$ cat src/rtl/grid_cursor_controller.sv
// Edit cursor for the step-sequencer pattern grid: wrap-around cursor moves and
// a read-modify-write toggle of the step under the cursor through a req/gnt RAM port.
module grid_cursor_controller #(
  parameter int ROWS  = 4,
  parameter int STEPS = 16,
  parameter int ROW_W = 2,
  parameter int COL_W = 4
) (
  input  logic             Clock,
  input  logic             nReset,
  input  logic             Enable,
  input  logic [3:0]       Direction,
  input  logic             Command,
  output logic             mem_req,
  input  logic             mem_gnt,
  output logic             mem_we,
  output logic [ROW_W-1:0] mem_addr,
  output logic [STEPS-1:0] mem_wdata,
  input  logic [STEPS-1:0] mem_rdata,
  input  logic             mem_rvalid,
  output logic [ROW_W-1:0] cursor_row,
  output logic [COL_W-1:0] cursor_col,
  output logic             busy,
  output logic             toggle_done
);

  typedef enum logic [2:0] {
    IDLE    = 3'd0,
    REQ     = 3'd1,
    RD_WAIT = 3'd2,
    WRITE   = 3'd3,
    DONE    = 3'd4
  } state_t;

  localparam logic [ROW_W-1:0] ROW_MAX = ROW_W'(ROWS - 1);
  localparam logic [COL_W-1:0] COL_MAX = COL_W'(STEPS - 1);
  localparam logic [ROW_W-1:0] ROW_ONE = ROW_W'(1);
  localparam logic [COL_W-1:0] COL_ONE = COL_W'(1);

  function automatic logic [STEPS-1:0] step_mask(input logic [COL_W-1:0] col);
    logic [STEPS-1:0] m;
    m = {STEPS{1'b0}};
    for (int i = 0; i < STEPS; i++) begin
      if (col == COL_W'(i)) begin
        m[i] = 1'b1;
      end else begin
        m[i] = 1'b0;
      end
    end
    return m;
  endfunction

  state_t           state_q, state_d;
  logic [ROW_W-1:0] cursor_row_q, cursor_row_d;
  logic [COL_W-1:0] cursor_col_q, cursor_col_d;
  logic [ROW_W-1:0] tgt_row_q, tgt_row_d;
  logic [COL_W-1:0] tgt_col_q, tgt_col_d;
  logic [STEPS-1:0] rd_buf_q, rd_buf_d;
  logic             pending_q, pending_d;
  logic             mem_req_q, mem_req_d;
  logic             mem_we_q, mem_we_d;
  logic [ROW_W-1:0] mem_addr_q, mem_addr_d;
  logic [STEPS-1:0] mem_wdata_q, mem_wdata_d;
  logic             busy_q, busy_d;
  logic             toggle_done_q, toggle_done_d;
  logic             launch;

  // A queued toggle only survives while edit mode stays on.
  assign launch = Enable & (Command | pending_q);

  // Cursor movement: single one-hot pulse moves one cell with wrap-around.
  always_comb begin
    cursor_row_d = cursor_row_q;
    cursor_col_d = cursor_col_q;
    if (Enable) begin
      case (Direction)
        4'b0001: cursor_row_d = (cursor_row_q == {ROW_W{1'b0}}) ? ROW_MAX : cursor_row_q - ROW_ONE;
        4'b0010: cursor_row_d = (cursor_row_q == ROW_MAX) ? {ROW_W{1'b0}} : cursor_row_q + ROW_ONE;
        4'b0100: cursor_col_d = (cursor_col_q == {COL_W{1'b0}}) ? COL_MAX : cursor_col_q - COL_ONE;
        4'b1000: cursor_col_d = (cursor_col_q == COL_MAX) ? {COL_W{1'b0}} : cursor_col_q + COL_ONE;
        default: begin
          cursor_row_d = cursor_row_q;
          cursor_col_d = cursor_col_q;
        end
      endcase
    end else begin
      cursor_row_d = cursor_row_q;
      cursor_col_d = cursor_col_q;
    end
  end

  // RMW sequencer next state and captured target/read data.
  always_comb begin
    state_d   = state_q;
    tgt_row_d = tgt_row_q;
    tgt_col_d = tgt_col_q;
    rd_buf_d  = rd_buf_q;
    case (state_q)
      IDLE: begin
        if (launch) begin
          tgt_row_d = cursor_row_q;
          tgt_col_d = cursor_col_q;
          state_d   = REQ;
        end else begin
          state_d = IDLE;
        end
      end
      REQ: begin
        if (mem_gnt) begin
          state_d = RD_WAIT;
        end else begin
          state_d = REQ;
        end
      end
      RD_WAIT: begin
        if (mem_rvalid) begin
          rd_buf_d = mem_rdata;
          state_d  = WRITE;
        end else begin
          state_d = RD_WAIT;
        end
      end
      WRITE:   state_d = DONE;
      DONE:    state_d = IDLE;
      default: state_d = IDLE;
    endcase
  end

  // Single-entry toggle queue; in IDLE it is either consumed by launch or was empty.
  always_comb begin
    pending_d = pending_q;
    if (!Enable) begin
      pending_d = 1'b0;
    end else if (state_q == IDLE) begin
      pending_d = 1'b0;
    end else if (Command) begin
      pending_d = 1'b1;
    end else begin
      pending_d = pending_q;
    end
  end

  // Outputs decoded from the next state so they are registered yet aligned with it.
  always_comb begin
    mem_req_d     = (state_d == REQ) || (state_d == RD_WAIT) || (state_d == WRITE);
    mem_we_d      = (state_d == WRITE);
    busy_d        = mem_req_d;
    toggle_done_d = (state_d == DONE);
    if (mem_req_d) begin
      mem_addr_d = tgt_row_d;
    end else begin
      mem_addr_d = {ROW_W{1'b0}};
    end
    if (mem_we_d) begin
      mem_wdata_d = rd_buf_d ^ step_mask(tgt_col_d);
    end else begin
      mem_wdata_d = {STEPS{1'b0}};
    end
  end

  // State and output registers.
  always_ff @(posedge Clock or negedge nReset) begin
    if (!nReset) begin
      state_q       <= IDLE;
      cursor_row_q  <= {ROW_W{1'b0}};
      cursor_col_q  <= {COL_W{1'b0}};
      tgt_row_q     <= {ROW_W{1'b0}};
      tgt_col_q     <= {COL_W{1'b0}};
      rd_buf_q      <= {STEPS{1'b0}};
      pending_q     <= 1'b0;
      mem_req_q     <= 1'b0;
      mem_we_q      <= 1'b0;
      mem_addr_q    <= {ROW_W{1'b0}};
      mem_wdata_q   <= {STEPS{1'b0}};
      busy_q        <= 1'b0;
      toggle_done_q <= 1'b0;
    end else begin
      state_q       <= state_d;
      cursor_row_q  <= cursor_row_d;
      cursor_col_q  <= cursor_col_d;
      tgt_row_q     <= tgt_row_d;
      tgt_col_q     <= tgt_col_d;
      rd_buf_q      <= rd_buf_d;
      pending_q     <= pending_d;
      mem_req_q     <= mem_req_d;
      mem_we_q      <= mem_we_d;
      mem_addr_q    <= mem_addr_d;
      mem_wdata_q   <= mem_wdata_d;
      busy_q        <= busy_d;
      toggle_done_q <= toggle_done_d;
    end
  end

  assign mem_req     = mem_req_q;
  assign mem_we      = mem_we_q;
  assign mem_addr    = mem_addr_q;
  assign mem_wdata   = mem_wdata_q;
  assign cursor_row  = cursor_row_q;
  assign cursor_col  = cursor_col_q;
  assign busy        = busy_q;
  assign toggle_done = toggle_done_q;

endmodule

$ cat config.mk
export PLATFORM = sky130hd
export DESIGN_NAME = grid_cursor_controller
export DESIGN_NICKNAME = d
export VERILOG_FILES = /design/src/rtl/grid_cursor_controller.sv
export SDC_FILE = /design/constraint.sdc
export NUM_CORES = 1
export LEC_CHECK = 0
export CAP_MARGIN = 20
export CORE_UTILIZATION = 49
export CTS_CLUSTER_SIZE = 16
export DETAILED_ROUTE_END_ITERATION = 8
export HOLD_SLACK_MARGIN = 0.02
export PLACE_DENSITY = 0.85
export SYNTH_ARGS = -nofsm -noshare
export SYNTH_HDL_FRONTEND = slang
export SYNTH_SLANG_ARGS = --single-unit
$ cat constraint.sdc
create_clock -name Clock -period 2.15 [get_ports Clock]
set_input_delay 0.43 -clock Clock [delete_from_list [all_inputs] [get_ports Clock]]
set_output_delay 0.43 -clock Clock [all_outputs]
set_load 0.02 [all_outputs]
==> results.py, run 1 <==
metrics = {
    "layout": {
        "nNetsFinal": 319,
        "areaGrowthSynthToFinish_pct": 28.5,
        "diodes": 0,
        "drive_gt1_frac": 0.118,
        "final_common_cell": "clkdlybuf4s50_1",
        "final_cell_mix": "clkdlybuf4s50_1, dfrtp_1, mux2i_1, nand2b_1, nand2_1",
        "final_core_util": 0.667,
        "stdcell_area_mm2": 0.00296,
    },
    "drt": {
        "detail-route-antenna-nets": 0,
        "num_vias": 1856,
        "dr.pass1.iters": 6,
        "wl_mm": 4.88,
        "drc": 8,
        "drt_iter0_markers": 150,
        "vias_per_cell": 5.46,
        "routedWlPerCell_um": 14.3,
    },
    "floorplanning": {
        "design.core.area_mm2": 0.00444,
        "dieWidth_um": 70.6,
        "io_pins": 54,
        "rows": 24,
        "initial_core_util": 0.519,
        "die_area_mm2": 0.00499,
        "fp.dieH_um": 70.6,
    },
    "clock_tree": {
        "clockRootBuffer": "clkbuf_8",
        "h-tree-depth": 2,
        "cts_resized": 0,
        "numCtsBuffers": 5,
        "cts_setup_buffers": 0,
        "clockBufferDepth": 2,
        "clk_latency_ns": 0.29,
        "cts-hold-fix-buffers": 0,
        "clk_pin_slew_worst_paths_ns": 0.07,
        "clock-sinks": 37,
        "cts_tree": "built",
    },
    "placed_design": {
        "dp_hpwl_mm": 3.46,
        "place.gp.congestion": 0.924,
        "io_buffers": 53,
        "placed_area_mm2": 0.00288,
        "place_ws_ns": 0.0514,
    },
    "worst_setup_path": {
        "crit_fanout": 10,
        "worst-path-buf-inv": 1,
        "slowest_stage": "clkdlybuf4s50_1",
        "crit_path_start_kind": "register",
        "critPathKind": "register to output pin",
        "worst_setup_path_end_kind": "output pin",
        "reg2regPathDepth": 5,
        "crit_cells": 1,
        "required_ns": 1.72,
        "path_cells": "clkdlybuf4s50_1",
        "critPathMaxStageDelay_ns": 0.67,
        "cp.arrival_ns": 1.52,
        "critical-path-top-delay-family": "buffers and inverters",
    },
    "pwr": {
        "intPower_w": 0.00197,
        "clockPowerShare": 0.147,
        "power_w": 0.00333,
        "p_comb_frac": 0.495,
        "switching_share": 0.409,
        "cellPowerDensity_mw_per_mm2": 1120,
        "p_sw_w": 0.00136,
        "ir_drop_mv": 0.684,
        "seqPwrFrac": 0.358,
        "p_leak_nw": 1.25,
    },
    "logic_synthesis": {
        "ys_warn_count": 0,
        "synth-edff-count": 0,
        "synth_nets": 262,
        "yosys_most_used_dff": "dfrtp_1",
        "syn_area_per_cell_um2": 9.99,
        "synth-seq-cells": 37,
        "yosysSeqAreaShare": 0.401,
        "synthCells": 231,
        "synth_cell_type_count": 48,
        "async_flop_share": 1.00,
        "syn_area_mm2": 0.00231,
    },
    "timing": {
        "rsz0062_at_grt": "false",
        "fin_crit_sh": 0.905,
        "setup_violations": 0,
        "slew_headroom": 0.452,
        "drv_slew": 0,
        "fmax_mhz": 514,
        "skew_ns": 0.00722,
        "fin_ws_ns": 0.204,
        "hold_viol_final": 0,
        "tightest_slew_ns": 0.823,
        "finalSetupTns_ns": 0,
        "layout_min_cycle_time_ns": 1.95,
    },
    "global_routing": {
        "grtUsageTotal": 0.215,
        "overflow": 0,
        "use_met1": 0.270,
        "use_met2": 0.365,
        "grt_pass1_wl_mm": 8.38,
        "grt_pass1_vias": 1787,
        "grt.busiest_layer": "met2",
        "grt_start_max_net_pins": 38,
        "antenna_found_initial": 0,
        "use_met3": 0.0556,
    },
    "flow_run": {
        "maxCapViolCount": 0,
    },
    "run_status": {
        "violations": "design-rule violations",
        "status": "finished with violations",
    },
    "hold_path": {
        "worstHoldPathType": "primary input to asynchronous set/reset pin",
    },
}
## metal layers
layer | routed length [um] | vias to the layer above
li1 | - | 914
met1 | 2010 | 868
met2 | 2480 | 66
met3 | 310 | 8
met4 | 78 | 0
met5 | 0 | -
## Yosys cell counts (2+ instances only)
cell type  instances  share of area
mux2_2             6          0.029
nor3_1             9          0.020
nand4_1            5          0.014
nand3_1            4         0.0087
or2b_1             3         0.0098
nand4b_1           4          0.015
mux2i_1           33           0.14
a21oi_1            4         0.0087
or3_1              3         0.0081
inv_1              5         0.0081
o21ai_0            6          0.013
nor2_1            16          0.026
buf_2              4         0.0087
nor4b_1            2         0.0076
ha_1               5          0.027
buf_6              2         0.0098
nand2b_1          23          0.062
a22o_1             2         0.0076
nand2_1           19          0.031
clkbuf_8           3          0.018
clkbuf_1           5         0.0081
xor2_1             3          0.011
dfrtp_1           37           0.40
nor4_1             3         0.0081
and3b_1            2         0.0076
## worst reg2reg max path, delay by kind of cell (launching register included)
kind	cells	cell delay [ns]
multiplexers	2	0.56
buffers and inverters	1	0.19
AND/OR/NAND/NOR	2	0.44
flip-flops	1	0.45
## logic make-up after synthesis
kind of cell             count (synthesis)  synth area share
multiplexers                            39             0.172
XOR/XNOR                                 4            0.0152
flip-flops                              37             0.401
adder cells (fa/ha/maj)                  5            0.0271
AND/OR/NAND/NOR                        104             0.261
buffers and inverters                   22            0.0662
AO/OA/AOI/OAI                           20            0.0569
## sequential cells by signal, summed over array words and instances (netlist names), 2 cells and up
name / flops
tgt_row_q: 2
mem_wdata: 16
cursor_col: 4
tgt_col_q: 4
state_q: 3
mem_addr: 2
cursor_row: 2
## final cells by class
cell class | instances | area [um2]
Clock buffer | 7 | 86.3
Inverter | 6 | 22.5
Tap cell | 52 | 65.1
Fill cell | 353 | 1480
Multi-Input combinational cell | 172 | 1230
Timing Repair Buffer | 66 | 636
Sequential cell | 37 | 926
## stage by stage
step,std cells,hold slack (ns)
floorplan,231,0.134
global placement,333,0.472
detailed placement,333,0.489
CTS,340,0.258
global route,340,0.307
finish,340,0.228
## final timing paths
check	startpoint	end	slack, ns
setup / recovery	cursor_col[0]	cursor_col[0]	0.20
hold / removal	nReset	mem_wdata[8]	0.23
setup reg to reg	state_q[0]	mem_wdata[0]	0.42
hold reg to reg	tgt_row_q[1]	mem_addr[1]	0.50
max in group asynchronous	nReset	tgt_col_q[3]	1.39
min in group Clock	tgt_row_q[1]	mem_addr[1]	0.50
## power groups by stage
stage / Clock (W) / Sequential [W] / Combinational, W
global placement: 0 / 0.00119 / 0.00161
global route: 0.000524 / 0.00123 / 0.00181
CTS: 0.000499 / 0.00119 / 0.00166
floorplan: 0 / 0.00122 / 0.00111
detailed placement: 0 / 0.00120 / 0.00165
finish: 0.000490 / 0.00119 / 0.00165
Power figures use the tool's default switching activity.
==> run 2: changes to the inputs <==
- ABC_AREA: default -> 1
- CORE_UTILIZATION: 49 -> 51
==> run 2 against run 1 <==
Net effect:
- the run now ends clean
- hold slack got worse by 0.14 ns
- utilization rose by 2.7 points
- count of clock-buffer cells in the layout did not move
- die area rose by 10%
- critical path depth did not move
- clock skew fell by 0.0024 ns
- largest power group unchanged
- highest routed layer unchanged
==> results.py, run 2 <==
metrics = {
    "pwr": {
        "p_leak_nw": 1.59,
        "cellPowerDensity_mw_per_mm2": 1340,
        "ir_drop_mv": 0.584,
        "power_w": 0.00455,
    },
    "logic_synthesis": {
        "ys_top_cells_by_area": "dfrtp_1, nand2_1, nand3_1, nor2_8, nand2_4",
        "synth.top_cell.area_share": 0.499,
        "yosysSeqAreaShare": 0.499,
        "async_flop_share": 1.00,
        "yosys_most_used_dff": "dfrtp_1",
        "synth-seq-cells": 53,
        "yosysTopAreaCell": "dfrtp_1",
        "synth_most_common_cell": "nand2_1",
        "synthCells": 298,
        "synth_common_cells": "nand2_1, dfrtp_1, nand3_1, nor2_1, inv_1",
        "synth_cell_type_count": 26,
        "synth-edff-count": 0,
        "syn_area_per_cell_um2": 8.91,
        "syn_area_mm2": 0.00266,
        "synth_nets": 329,
        "ys_warn_count": 0,
    },
    "global_routing": {
        "grtUsageTotal": 0.215,
        "overflow": 0,
        "antenna_found_initial": 0,
        "grt_pass1_vias": 2165,
        "grt_start_max_net_pins": 34,
        "grt_pass1_wl_mm": 9.10,
    },
    "worst_setup_path": {
        "reg2regPathDepth": 10,
        "crit_fanout": 8,
        "cp.arrival_ns": 1.45,
        "worst-path-buf-inv": 1,
        "critPathMaxStageDelay_ns": 0.66,
        "critPathKind": "register to output pin",
        "crit_path_start_kind": "register",
        "path_cells": "clkdlybuf4s50_1",
        "slowest_stage": "clkdlybuf4s50_1",
        "required_ns": 1.72,
        "crit_cells": 1,
        "critical-path-top-delay-family": "buffers and inverters",
        "worst_setup_path_end_kind": "output pin",
    },
    "clock_tree": {
        "clk_pin_slew_worst_paths_ns": 0.09,
        "cts-hold-fix-buffers": 0,
        "clockBufferDepth": 2,
        "cts_setup_buffers": 0,
        "cts_resized": 0,
        "h-tree-depth": 2,
        "clock-sinks": 53,
        "cts_tree": "built",
        "numCtsBuffers": 5,
        "clockRootBuffer": "clkbuf_8",
        "clk_latency_ns": 0.30,
    },
    "floorplanning": {
        "design.core.area_mm2": 0.00488,
        "dieWidth_um": 74.2,
        "rows": 25,
        "fp.dieH_um": 74.2,
        "io_pins": 54,
        "initial_core_util": 0.544,
        "die_area_mm2": 0.00550,
    },
    "run_status": {
        "status": "finished, final reports clean",
    },
    "layout": {
        "final_common_cell": "nand2_1",
        "fillers": 393,
        "final_core_util": 0.694,
        "ff_latch_area_mm2": 0.00133,
        "drive_gt1_frac": 0.135,
        "diodes": 0,
        "final_cell_mix": "nand2_1, dfrtp_1, clkdlybuf4s50_1, nand3_1, nor2_1",
        "nNetsFinal": 386,
        "stdcell_area_mm2": 0.00339,
        "areaGrowthSynthToFinish_pct": 27.6,
        "multi_input_area_mm2": 0.00119,
    },
    "drt": {
        "detail-route-antenna-nets": 0,
        "dr.pass1.iters": 4,
        "num_vias": 2098,
        "drc": 0,
        "wl_mm": 5.22,
        "vias_per_cell": 4.96,
        "routedWlPerCell_um": 12.3,
        "drt_iter0_markers": 120,
    },
    "timing": {
        "fmax_mhz": 533,
        "tightest_slew_ns": 0.506,
        "fin_crit_sh": 0.873,
        "layout_min_cycle_time_ns": 1.88,
        "slew_headroom": 0.663,
        "skew_ns": 0.00481,
        "finalSetupTns_ns": 0,
        "setup_violations": 0,
        "drv_slew": 0,
        "whs_ns": 0.0913,
        "hold_viol_final": 0,
        "rsz0062_at_grt": "false",
    },
    "placed_design": {
        "dp_hpwl_mm": 3.82,
        "place.gp.congestion": 0.799,
        "io_buffers": 53,
        "placed_area_mm2": 0.00327,
    },
    "flow_run": {
        "maxCapViolCount": 0,
    },
    "hold_path": {
        "worstHoldPathType": "primary input to asynchronous set/reset pin",
    },
}
## run 2: changes by cell type after synthesis, moves of 11 or more
cell / delta
nor2_1: +11
mux2i_1: -33
nand2_1: +61
dfrtp_1: +16
inv_1: +15
nand2b_1: -23
nand3_1: +25
a21oi_1: +13
## run 2: path summary, 6_finish.rpt
kind | slack [ns] | to | from
max | 0.27 | cursor_col[2] | cursor_col[2]
min | 0.09 | rd_buf_q[5] | nReset
min in group Clock | 0.50 | toggle_done | state_q[2]
max reg2reg | 0.36 | mem_wdata[11] | state_q[2]
max in group asynchronous | 1.53 | state_q[0] | nReset
min reg2reg | 0.50 | toggle_done | state_q[2]
## run 2: cell type report
type                    instances  share of cell area
repair buffers                 57               0.171
inverters                      24              0.0266
well taps                      67              0.0247
flip-flops and latches         53               0.391
clock inverters                 1             0.00886
multi-input cells             214               0.352
clock buffers                   7              0.0255
## run 2: report_power, final
| part | switching (W) | internal, W |
|---|---|---|
| logic | 0.00146 | 0.000881 |
| clock network | 0.000303 | 0.000380 |
| registers | 0.000194 | 0.00133 |
| total | 0.00196 | 0.00259 |
## run 2: per-layer routing
layer / wire length [um] / GRT usage / up-vias
met4: 74 / 0.0684 / 0
met3: 145 / 0.0352 / 9
met5: 0 / 0 / -
met2: 2690 / 0.383 / 36
li1: - / - / 1067
met1: 2310 / 0.266 / 986
## run 2: kinds of logic (layout without fill, tap and decap cells)
logic type,after synthesis,count (layout),share of synthesized area
flops,53,53,0.499
buf+inv,31,89,0.0523
xor+xnor,4,4,0.0132
simple gates,171,171,0.344
compound gates,34,34,0.0674
fa+ha+maj,5,5,0.0236
## run 2: through the flow
step / setup slack [ns] / cells
after global routing: 0.111 / 423
after CTS: 0.264 / 423
after detailed placement: -0.0199 / 415
after global placement: 0.0581 / 415
after floorplan: 0.692 / 298
final: 0.272 / 423
==> run 3: changes to the inputs <==
- RECOVER_POWER: default -> 25
==> run 3 against run 2 <==
Net effect:
- via count is 0.81% higher
- critical path type unchanged
- highest routed layer unchanged
- hold slack better by 0.23 ns
- wire length rose by 0.44%
- sequential power is essentially flat
- largest power group unchanged
- design area is 0.48% lower
- sequential share of layout area rose by 0.19 points
- total power barely moved
- cell count did not move
- register-to-register slack about the same
- clock skew grew 0.0031 ns
==> results.py, run 3 (synthesis gave the netlist of run 2 again) <==
metrics = {
    "floorplanning": {
        "initial_core_util": 0.544,
        "dieWidth_um": 74.2,
        "rows": 25,
        "fp.dieH_um": 74.2,
        "die_area_mm2": 0.00550,
        "design.core.area_mm2": 0.00488,
        "io_pins": 54,
    },
    "global_routing": {
        "grt_start_max_net_pins": 34,
        "grt_pass1_vias": 2165,
        "antenna_found_initial": 0,
        "grt_pass1_wl_mm": 9.10,
        "grtUsageTotal": 0.215,
        "overflow": 0,
    },
    "timing": {
        "setup_violations": 0,
        "fin_crit_sh": 0.873,
        "hold_viol_final": 0,
        "rsz0062_at_grt": "false",
        "fin_ws_ns": 0.272,
        "tightest_slew_ns": 1.13,
        "drv_slew": 0,
        "finalSetupTns_ns": 0,
        "layout_min_cycle_time_ns": 1.88,
        "slew_headroom": 0.250,
        "fmax_mhz": 533,
        "skew_ns": 0.00794,
        "whs_ns": 0.325,
    },
    "worst_setup_path": {
        "path_cells": "clkdlybuf4s50_1",
        "required_ns": 1.72,
        "critPathKind": "register to output pin",
        "crit_fanout": 8,
        "worst-path-buf-inv": 1,
        "cp.arrival_ns": 1.45,
        "critPathMaxStageDelay_ns": 0.66,
        "slowest_stage": "clkdlybuf4s50_1",
        "crit_path_start_kind": "register",
        "worst_setup_path_end_kind": "output pin",
        "critical-path-top-delay-family": "buffers and inverters",
    },
    "clock_tree": {
        "cts-hold-fix-buffers": 0,
        "clock-sinks": 53,
        "clockRootBuffer": "clkbuf_8",
        "cts_tree": "built",
        "clk_latency_ns": 0.30,
        "h-tree-depth": 2,
        "clockBufferDepth": 2,
        "cts_setup_buffers": 0,
        "numCtsBuffers": 5,
        "clk_pin_slew_worst_paths_ns": 0.08,
        "cts_resized": 0,
    },
    "drt": {
        "detail-route-antenna-nets": 0,
        "dr.pass1.iters": 4,
        "drc": 0,
        "wl_mm": 5.25,
        "vias_per_cell": 5.00,
        "routedWlPerCell_um": 12.4,
        "num_vias": 2115,
        "drt_iter0_markers": 137,
    },
    "pwr": {
        "cellPowerDensity_mw_per_mm2": 1350,
        "ir_drop_mv": 0.585,
        "p_leak_nw": 1.58,
    },
    "placed_design": {
        "placed_area_mm2": 0.00327,
        "place_ws_ns": -0.0199,
        "dp_hpwl_mm": 3.82,
        "io_buffers": 53,
        "place.gp.congestion": 0.799,
    },
    "layout": {
        "nNetsFinal": 386,
        "multi_input_area_mm2": 0.00119,
        "final_common_cell": "nand2_1",
        "diodes": 0,
        "stdcell_area_mm2": 0.00337,
        "drive_gt1_frac": 0.132,
        "areaGrowthSynthToFinish_pct": 26.9,
        "ff_latch_area_mm2": 0.00133,
        "final_core_util": 0.691,
        "final_cell_mix": "nand2_1, dfrtp_1, clkdlybuf4s50_1, nand3_1, nor2_1",
        "fillers": 396,
    },
    "hold_path": {
        "worstHoldPathType": "primary input to asynchronous set/reset pin",
    },
    "flow_run": {
        "maxCapViolCount": 0,
    },
    "run_status": {
        "status": "finished, final reports clean",
    },
}
[run 3: cell types whose count changed in the layout (fill, tap and decap cells not counted)]
cell      previous run  this run
buf_12               2         1
buf_2                1         0
clkbuf_2             0         1
clkbuf_1             1         2
[run 3: report_power, final]
| group | internal, W | switching [W] | leakage [nW] |
|---|---|---|---|
| sequential | 0.00133 | 0.000194 | 0.687 |
| combinational | 0.000878 | 0.00146 | 0.836 |
| clock | 0.000380 | 0.000304 | 0.0585 |
| total | 0.00259 | 0.00196 | 1.58 |
[run 3: layout make-up]
cell class | count | area share
Inverter | 24 | 0.0267
Tap cell | 67 | 0.0249
Sequential cell | 53 | 0.393
Clock buffer | 7 | 0.0256
Timing Repair Buffer | 57 | 0.167
Clock inverter | 1 | 0.00891
Multi-Input combinational cell | 214 | 0.353
[run 3: stage by stage]
step	instances	total power, W
after global routing	423	0.00488
final	423	0.00455
after global placement	415	0.00379
after detailed placement	415	0.00388
after floorplan	298	0.00324
after CTS	423	0.00457
[run 3: worst paths after layout]
check	slack, ns	cells after the start	startpoint	end
max reg2reg	0.36	10	state_q[2]	mem_wdata[9]
min in group Clock	0.50	1	state_q[2]	toggle_done
min	0.32	1	nReset	cursor_col[3]
max in group asynchronous	0.48	2	nReset	state_q[0]
min reg2reg	0.50	1	state_q[2]	toggle_done
max	0.27	1	cursor_col[2]	cursor_col[2]
[run 3: layer usage]
| metal | global-route usage | part of all wire | wire length, um |
|---|---|---|---|
| met5 | 0 | 0 | 0 |
| met4 | 0.0684 | 0.014 | 74 |
| met3 | 0.0352 | 0.035 | 183 |
| met2 | 0.383 | 0.52 | 2720 |
| met1 | 0.266 | 0.43 | 2270 |
